$ cat src/rtl/led_pattern_seq_if.sv
// Bus for the LED pattern sequencer: divider strobe and push button in,
// LED drive and current pattern out. CLK and RST stay plain module ports.
interface led_pattern_seq_if;
    logic       TIME;   // divider square wave, one step per rising edge
    logic       KEY;    // raw push button, active-low
    logic [3:0] LED;    // LED drive, 1 = lit
    logic [1:0] MODE;   // current pattern

    // Producer of TIME/KEY (board or bench) and consumer of LED/MODE.
    modport master (output TIME, KEY, input LED, MODE);
    // The sequencer itself.
    modport slave  (input TIME, KEY, output LED, MODE);
endinterface

$ cat src/rtl/led_pattern_seq.sv
// LED pattern sequencer: single-clock replacement for the ripple-clocked LED
// toggle chain. Each rising edge of the divider's TIME output advances the
// active pattern by one step; a debounced press of KEY (active-low) selects
// the next of four patterns and clears the LEDs.
//
// Optional feature macro: LED_DEBOUNCE_EN
//   defined   - KEY must hold a new level for DEBOUNCE_CYCLES cycles before
//               it is accepted.
//   undefined - the synchronized KEY is accepted every cycle; every bounce
//               edge counts as a press and DEBOUNCE_CYCLES/DB_W are unused.
module led_pattern_seq #(
    parameter int DEBOUNCE_CYCLES = 1000000,  // 20 ms at 50 MHz
    parameter int DB_W            = 20
) (
    input  logic              CLK,
    input  logic              RST,     // synchronous, active-high
    led_pattern_seq_if.slave  io_bus
);

    typedef enum logic [1:0] {
        M_COUNT_UP   = 2'd0,
        M_COUNT_DOWN = 2'd1,
        M_CHASE      = 2'd2,
        M_BOUNCE     = 2'd3
    } mode_t;

    // Reject parameter sets the debounce counter cannot represent.
    if (DEBOUNCE_CYCLES < 2 ||
        longint'(DEBOUNCE_CYCLES) > ((longint'(1) << DB_W) - 1)) begin : g_bad_param
        $error("led_pattern_seq: DEBOUNCE_CYCLES must be in 2..2**DB_W-1");
    end

    logic       r_t1, r_t2, r_t3;
    logic       w_step;
    logic       r_k1, r_k2;
    logic       r_kd;
    logic       w_kd_nxt;
    logic       w_press;
    mode_t      r_mode, w_mode_nxt;
    logic [3:0] r_led, w_led_nxt;
    logic       r_dir, w_dir_nxt;      // BOUNCE direction, 0 = left
    logic       w_one_hot;

    // TIME synchronizer plus delay flop for rising-edge detection.
    always_ff @(posedge CLK) begin
        // NOTE: every clocked register uses <= so all flops sample the
        // pre-edge values; a blocking = here would collapse the chain.
        if (RST) begin
            r_t1 <= 1'b0;
            r_t2 <= 1'b0;
            r_t3 <= 1'b0;
        end else begin
            r_t1 <= io_bus.TIME;
            r_t2 <= r_t1;
            r_t3 <= r_t2;
        end
    end

    // Flops reset to 0, so TIME already high at reset release yields one step.
    assign w_step = r_t2 & ~r_t3;

    // KEY synchronizer; idle (released) level is 1.
    always_ff @(posedge CLK) begin
        // NOTE: the key path resets to the released level so coming out of
        // reset can never look like a press.
        if (RST) begin
            r_k1 <= 1'b1;
            r_k2 <= 1'b1;
        end else begin
            r_k1 <= io_bus.KEY;
            r_k2 <= r_k1;
        end
    end

`ifdef LED_DEBOUNCE_EN
    localparam logic [DB_W-1:0] DB_LAST = DB_W'(DEBOUNCE_CYCLES - 1);

    logic [DB_W-1:0] r_db_cnt;
    logic            w_db_done;

    // New level has been stable long enough on this edge.
    assign w_db_done = (r_k2 != r_kd) && (r_db_cnt == DB_LAST);

    // Count consecutive cycles the synchronized key disagrees with the
    // accepted level; any return to the accepted level restarts the count.
    always_ff @(posedge CLK) begin
        if (RST) begin
            r_db_cnt <= '0;
        end else if ((r_k2 == r_kd) || w_db_done) begin
            r_db_cnt <= '0;
        end else begin
            r_db_cnt <= r_db_cnt + 1'b1;
        end
    end

    assign w_kd_nxt = w_db_done ? r_k2 : r_kd;
`else
    assign w_kd_nxt = r_k2;
`endif

    // Accepted (debounced) key level.
    always_ff @(posedge CLK) begin
        if (RST) begin
            r_kd <= 1'b1;
        end else begin
            r_kd <= w_kd_nxt;
        end
    end

    // Press fires on the same edge that the accepted level falls 1 -> 0.
    assign w_press = r_kd & ~w_kd_nxt;

    assign w_one_hot = (r_led == 4'b0001) || (r_led == 4'b0010) ||
                       (r_led == 4'b0100) || (r_led == 4'b1000);

    // Pattern state register: mode, LED drive and bounce direction.
    always_ff @(posedge CLK) begin
        if (RST) begin
            r_mode <= M_COUNT_UP;
            r_led  <= 4'b0000;
            r_dir  <= 1'b0;
        end else begin
            r_mode <= w_mode_nxt;
            r_led  <= w_led_nxt;
            r_dir  <= w_dir_nxt;
        end
    end

    // Next state: a press beats a coincident step, which is then dropped.
    always_comb begin
        // NOTE: hold values are assigned up front so every path drives every
        // output and no latch is inferred.
        w_mode_nxt = r_mode;
        w_led_nxt  = r_led;
        w_dir_nxt  = r_dir;

        if (w_press) begin
            w_mode_nxt = mode_t'(r_mode + 2'd1);
            w_led_nxt  = 4'b0000;
            w_dir_nxt  = 1'b0;
        end else if (w_step) begin
            case (r_mode)
                M_COUNT_UP: begin
                    w_led_nxt = r_led + 4'd1;
                end
                M_COUNT_DOWN: begin
                    w_led_nxt = r_led - 4'd1;
                end
                M_CHASE: begin
                    w_led_nxt = w_one_hot ? {r_led[2:0], r_led[3]} : 4'b0001;
                end
                M_BOUNCE: begin
                    if (!w_one_hot) begin
                        w_led_nxt = 4'b0001;
                        w_dir_nxt = 1'b0;
                    end else if (!r_dir) begin
                        if (r_led == 4'b1000) begin
                            w_led_nxt = 4'b0100;
                            w_dir_nxt = 1'b1;
                        end else begin
                            w_led_nxt = {r_led[2:0], 1'b0};
                        end
                    end else begin
                        if (r_led == 4'b0001) begin
                            w_led_nxt = 4'b0010;
                            w_dir_nxt = 1'b0;
                        end else begin
                            w_led_nxt = {1'b0, r_led[3:1]};
                        end
                    end
                end
                default: begin
                    w_led_nxt = r_led;
                end
            endcase
        end
    end

    assign io_bus.LED  = r_led;
    assign io_bus.MODE = r_mode;

endmodule

$ cat src/flat_wrapper.sv
// flat-port wrapper written by rule: the top's interface ports become plain ports
module led_pattern_seq_flat 
#(
    parameter int DEBOUNCE_CYCLES = 1000000,                    
    parameter int DB_W            = 20
)
  (CLK, RST, io_bus_TIME, io_bus_KEY, io_bus_LED, io_bus_MODE);
  led_pattern_seq_if io_bus_i ();
  input  logic CLK;
  input  logic RST;
  input wire logic [$bits(io_bus_i.TIME)-1:0] io_bus_TIME;
  input wire logic [$bits(io_bus_i.KEY)-1:0] io_bus_KEY;
  output wire logic [$bits(io_bus_i.LED)-1:0] io_bus_LED;
  output wire logic [$bits(io_bus_i.MODE)-1:0] io_bus_MODE;
  assign io_bus_i.TIME = io_bus_TIME;
  assign io_bus_i.KEY = io_bus_KEY;
  assign io_bus_LED = io_bus_i.LED;
  assign io_bus_MODE = io_bus_i.MODE;
  led_pattern_seq #(.DEBOUNCE_CYCLES(DEBOUNCE_CYCLES), .DB_W(DB_W)) u_core (.CLK(CLK), .RST(RST), .io_bus(io_bus_i));
endmodule
$ cat config.mk
export PLATFORM = sky130hd
export DESIGN_NAME = led_pattern_seq_flat
export DESIGN_NICKNAME = d
export VERILOG_FILES = /design/src/rtl/led_pattern_seq_if.sv /design/src/rtl/led_pattern_seq.sv /design/src/flat_wrapper.sv
export SDC_FILE = /design/constraint.sdc
export NUM_CORES = 1
export LEC_CHECK = 0
export ABC_CLOCK_PERIOD_IN_PS = 3700
export CAP_MARGIN = 0
export CORE_MARGIN = 3
export CORE_UTILIZATION = 57
export CTS_CLUSTER_DIAMETER = 60
export DETAILED_ROUTE_END_ITERATION = 7
export GPL_ROUTABILITY_DRIVEN = 0
export PLACE_DENSITY = 0.79
export SLEW_MARGIN = 20
export SYNTH_ARGS = -nofsm -noshare
export SYNTH_HDL_FRONTEND = slang
export SYNTH_SLANG_ARGS = --single-unit
$ cat constraint.sdc
create_clock -name CLK -period 3.7 [get_ports CLK]
set_clock_uncertainty 0.15 [all_clocks]
set_input_delay 0.37 -clock CLK [delete_from_list [all_inputs] [get_ports CLK]]
set_output_delay 0.37 -clock CLK [all_outputs]
set_load 0.02 [all_outputs]
# After elaboration in Yosys (flattened, before gate mapping)
# Index checks and enable logic that the tools add are counted.
classes:
  addsub: 3
  n_eq_ne: 7
  muxes: 10
  bitwise_logic: 4
  reduce_logical: 6
op_table:
  columns: ["cell", "count"]
  rows:
  - ["4-bit two-way mux", 4]
  - ["4-bit one-hot mux with 4 select lines", 1]
  - ["4-bit by 1-bit adder with 4-bit output, second input constant", 1]
  - ["2-bit == test, second input constant", 2]
  - ["4-bit by 1-bit == test with 1-bit output, second input constant", 1]
  - ["4-bit by 2-bit == test with 1-bit output, second input constant", 1]
  - ["4-bit by 3-bit == test with 1-bit output, second input constant", 1]
  - ["4-bit == test, second input constant", 1]
  - ["1-bit two-way mux", 4]
  - ["4-bit by 1-bit subtractor with 4-bit output, second input constant", 1]
  - ["1-bit logical OR", 3]
  - ["3-bit two-way mux", 1]
  - ["2-bit by 1-bit adder with 2-bit output, second input constant", 1]
  - ["1-bit AND", 2]
  - ["2-bit by 1-bit == test with 1-bit output, second input constant", 1]
  - ["2-bit logical NOT", 1]
  - ["1-bit NOT", 2]
  - ["2-bit AND reduction", 1]
  - ["2-bit OR reduction", 1]
word_totals:
  register_bits: 13
  inputBits: 4
  out_inout_bits: 6
  word_cells: 39

# Logic depth before layout (Yosys ltp)
logic_depth:
  depth_word: 6
  mapped_depth: 6
  depth_no_buf: 6

# Least setup slack after synthesis
# Ideal clock, no wire load.
synth_timing:
  path_kind: "register to register"
  start: "reg u_core.r_led[1], in the netlist u_core.io_bus.LED[1]"
  end: "reg u_core.r_led[0], in the netlist u_core.io_bus.LED[0]"
  t_arrival_ns: 1.711
  path_slack_ns: 1.765
  path_stages_with_launch: 7
  path_buffers: 0
  path_cell_list: "dfxtp_1 -> inv_1 -> ha_1 -> nor3_1 -> o31ai_1 -> or4_4 -> o211ai_2"
synth_between:
  elab_chain_len: 6
  elab_cells_between_ends: 12
  cone_classes: "eq/ne (4); mux (5); reduce/logical (3)"
synth_lines:
  columns: ["item", "line", "rtl"]
  rows:
  - ["start: declaration", "led_pattern_seq.sv:40", "logic [3:0] r_led, w_led_nxt;"]
  - ["start signal: assignment", "led_pattern_seq.sv:124", "r_led <= w_led_nxt;"]
  - ["4-bit by 1-bit == test with 1-bit output or 4-bit by 2-bit == test with 1-bit output (tied branches)", "led_pattern_seq.sv:113, led_pattern_seq.sv:164", null]
  - ["1-bit logical OR (2 in a row)", "led_pattern_seq.sv:113", "assign w_one_hot = (r_led == 4'b0001) || (r_led == 4'b0010) ||"]
  - ["1-bit logical OR", "led_pattern_seq.sv:114", "(r_led == 4'b0100) || (r_led == 4'b1000);"]
  - ["4-bit two-way mux (on tied branches)", "led_pattern_seq.sv:153, led_pattern_seq.sv:150", null]
  - ["4-bit one-hot mux with 4 select lines (*)", "led_pattern_seq.sv:142", "case (r_mode)"]
# Every way passes the cells marked *; elsewhere a longest branch is shown, timed or not.
# A chain may end at the register's enable or synchronous reset.

# Worst setup path in the final report
layout_timing:
  start: "reg u_core.r_led[2], in the netlist u_core.io_bus.LED[2]"
  end: "out io_bus_LED[2]"
layout_rtl:
  columns: ["item", "line", "rtl"]
  rows:
  - ["end: declaration", "flat_wrapper.sv:13", "output wire logic [$bits(io_bus_i.LED)-1:0] io_bus_LED;"]
# No word-level cell between the ends.

==> summary by stage <==
Drt
In this run the remaining antenna-violating nets after routing total 0. The via-per-instance ratio is 6.017. The per-cell routed wire length is ~14 µm. For this block, the routed nets add up to 1675 µm of wire. Before antenna repair, the detailed router went through 4 iterations. The count of unresolved DRC violations after routing is 0. The detailed-route via count is 722.

For this block, the initial DRC count from the detailed router was 16.

Yosys
The yosys synthesis warning count is 0. Of the post-synthesis cell area, the dominant cell type holds 0.3036. The leading area contributor after synthesis is sky130_fd_sc_hd__dfxtp_1.

The synthesized design contains 0 enable-type register cells. After synthesis, the mean cell area works out to 8.928 µm². The main flop type after synthesis is sky130_fd_sc_hd__dfxtp_1.

The net count after synthesis is 108. In the synthesized netlist, the number of instances is between 90 and 100. The cell area after synthesis is 857.1 µm². The number of flip-flops and latches in the synthesized netlist is 13. The number of different library cells used by synthesis comes to 40.

In the synthesized netlist the async set-or-reset flop fraction comes to 0. By area the synthesized netlist is led by sky130_fd_sc_hd__dfxtp_1 (30%), sky130_fd_sc_hd__ha_1 (12%), sky130_fd_sc_hd__a21oi_1 (4.1%). The share of the Yosys chip area taken by registers is 0.3036.

Die
The initial utilization of the core area, before any placement, comes to 0.6348. Measured along the y axis, the die boundary spans 44.78 µm. 10 I/O pins were placed. The die outline width is ~45 µm. The region available for standard cell placement spans about 1400 µm².

The total die area is 2005 µm². The row count is 13.

Timing
Setup repair after global routing left no endpoint under its margin. The worst pin sits at a relative slew slack of 0.6895. At the pin with the least slew margin, the transition time is between 400 and 500 ps. In the finished design, the share of the clock period the worst path needs comes to 0.5691. Setup violations remaining at the end of the flow were counted as 0. The setup TNS is 0 ps. The max-slew violation total from the final report is 0. The maximum operating frequency is 0.4749 GHz. Subtracting the final worst setup slack from the clock period gives about 2100 ps. The hold violation count in the final report is 0.

Clock tree
The number of clock buffers inserted by TritonCTS is 3. After clock tree synthesis, the flow added hold-fix buffers numbering 0. At the later pin of the worst-skew pair, clock insertion delay measures 280 ps.

The number of sinks handled by clock tree synthesis is 13. The buffer levels on the longest clock path is 2. The TritonCTS clock tree is built. CTS placed an instance of sky130_fd_sc_hd__clkbuf_4 at the clock tree root.

Once the clock tree was built, the resizer swapped 0 gates to a different size. In this run the number of H-tree levels came out at 1. The number of setup buffers added after CTS is 0. After clock tree synthesis, the clock-pin slew on the worst setup and hold paths is roughly 70 ps.

Cells and area
The top cell types in the final layout, fill and taps aside, are sky130_fd_sc_hd__dfxtp_1 (13), sky130_fd_sc_hd__clkdlybuf4s50_1 (9), sky130_fd_sc_hd__ha_1 (8). Relative to the synthesized area, the layout overhead comes to 12.41%. In the final layout, the multi-input gates occupy 545.5 µm².

The register cell area after layout is about 260 µm². The library cell used most frequently in the layout, excluding fill and tap cells, is sky130_fd_sc_hd__dfxtp_1. The layout cell share with drive strength beyond 1 is 0.1619. The diode insertion count for antenna repair is 0. The finished cells cover 963.4 µm².

The layout net count is 118. The number of fill cells is 106.

Worst setup path
The endpoint identified for the worst register-to-register timing path is u_core.io_bus.LED[0]. The slack of the worst reg-to-reg path is 1660 ps. The setup path with the least slack is of type reg2out. The maximum single-stage delay on the critical path is 690 ps. The critical path endpoint category is an output port. In this run the worst path has a maximum fanout of 13. The number of cell instances on the worst register-to-register path is 6. The signal on the critical path passes through clkdlybuf4s50_1. The critical path startpoint category is a flop. The number of buffers and inverters on the critical path is 1. The reg-to-reg critical path startpoint is u_core.io_bus.LED[1]. The cell at the slowest stage of the critical path is sky130_fd_sc_hd__clkdlybuf4s50_1. The top cell family by delay on the critical path is buffers and inverters. Data arrives at the worst endpoint at 1590 ps. The data required time of the critical path is 3180 ps.

Pwr
The leakage component of the power is between 0.3 and 0.4 nW. The worst-case IR drop observed on VDD is 0.0002180 V. The total power per unit cell area is 293.8 nW/µm².

Hold path
The worst hold path stage count is 1. In this run the most critical hold path is launched from u_core.r_k1. The worst hold path belongs to the class reg2reg. The worst hold path terminates at u_core.r_k2.

Placed design
Port buffering added 9 buffers. The total placed instance area is 937.1 µm². The detailed-placement wirelength estimate is 1258 µm.

Global route
The overall routing resource usage is 0.1988. The pin count of the biggest net entering global routing is 14. The first global-routing pass estimated 2911 µm of wire. After global routing the overflow that remains totals 0. The number of antenna violations at the first check in global routing came to 0. The via count of the first global-routing pass came to 659.

Run
The tool flagged a number of max-cap violations equal to 0.

Status
The run finished with clean final reports.
-- synth_stat cells (all sizes together), types with 2 or more instances --
library cell and number:
a21oi 7, nand2b 3, o21ai 2, a211o 2
ha 8, o21a 2, o2111ai 2, and2b 3
or2 6, nor3 4, o31ai 3, o211ai 2
nor2b 5, dfxtp 13, inv 6, nand2 2
buf 4, nor2 7
-- power breakdown --
part / internal (W) / switching, W / leakage [nW]
logic: 0.0000212 / 0.0000232 / 0.266
clock network: 0.0000419 / 0.0000458 / 0.0150
registers: 0.000145 / 0.00000641 / 0.106
total: 0.000208 / 0.0000754 / 0.387
-- area by class of cell --
type | count | area share
flip-flops and latches | 13 | 0.2701
clock buffers | 4 | 0.02727
multi-input cells | 73 | 0.5662
repair buffers | 9 | 0.09351
well taps | 15 | 0.01948
inverters | 6 | 0.02338
-- layer usage --
layer,routed length [µm],global-route usage,vias to the layer above
met4,14,0.07018,0
met1,731,0.2512,339
met2,838,0.3209,21
li1,-,-,360
met3,90,0.05976,2
met5,0,0,-
-- cell families (layout without fill, tap and decap cells) --
| kind of cell | Yosys count | count (layout) | synth area share |
|---|---|---|---|
| adders and majority gates | 8 | 8 | 0.1168 |
| DFF | 13 | 13 | 0.3037 |
| AOI/OAI and AO/OA | 26 | 26 | 0.2204 |
| buffers and inverters | 10 | 19 | 0.05985 |
| and+or+nand+nor | 37 | 37 | 0.2789 |
| xor gates and xnor gates | 2 | 2 | 0.02044 |
-- registers in the layout, summed over array words and instances (netlist names) --
register            cells
u_core.r_k1             1
u_core.io_bus.LED       4
u_core.r_t2             1
u_core.r_kd             1
u_core.r_dir            1
u_core.r_t1             1
u_core.r_t3             1
u_core.io_bus.MODE      2
u_core.r_k2             1
-- worst register-to-register path: stages (launching register included) --
cell	delay (ps)
sky130_fd_sc_hd__dfxtp_1	560
sky130_fd_sc_hd__inv_1	120
sky130_fd_sc_hd__ha_1	220
sky130_fd_sc_hd__nor3_1	250
sky130_fd_sc_hd__o31ai_1	160
sky130_fd_sc_hd__or4_4	440
sky130_fd_sc_hd__o211ai_2	70
-- stage by stage --
stage | std cells | setup WS, ps | power, W | hold WS [ps] | util
after floorplan | 96 | 1765 | 0.0001853 | 239.5 | -
after global placement | 116 | 1594 | 0.0001967 | 248.8 | 0.6942
after detailed placement | 116 | 1557 | 0.0001981 | 266.2 | 0.6942
after CTS | 120 | 1597 | 0.0002850 | 288.4 | 0.7136
after global routing | 120 | 1501 | 0.0002961 | 310.9 | 0.7136
final | 120 | 1594 | 0.0002831 | 280.6 | 0.7136
-- worst max path at each step --
stage	cells past startpoint	slack, ps	end	from
2_1_floorplan	6	1770	u_core.io_bus.LED[0]	u_core.io_bus.LED[1]
3_3_place_gp	4	1590	u_core.io_bus.LED[0]	RST
3_5_place_dp	4	1560	u_core.io_bus.LED[0]	RST
4_1_cts	1	1600	io_bus_LED[2]	u_core.io_bus.LED[2]
5_1_grt	6	1500	u_core.io_bus.LED[0]	u_core.io_bus.LED[1]
6_report	1	1590	io_bus_LED[2]	u_core.io_bus.LED[2]
(Power assumes the default switching activity.)
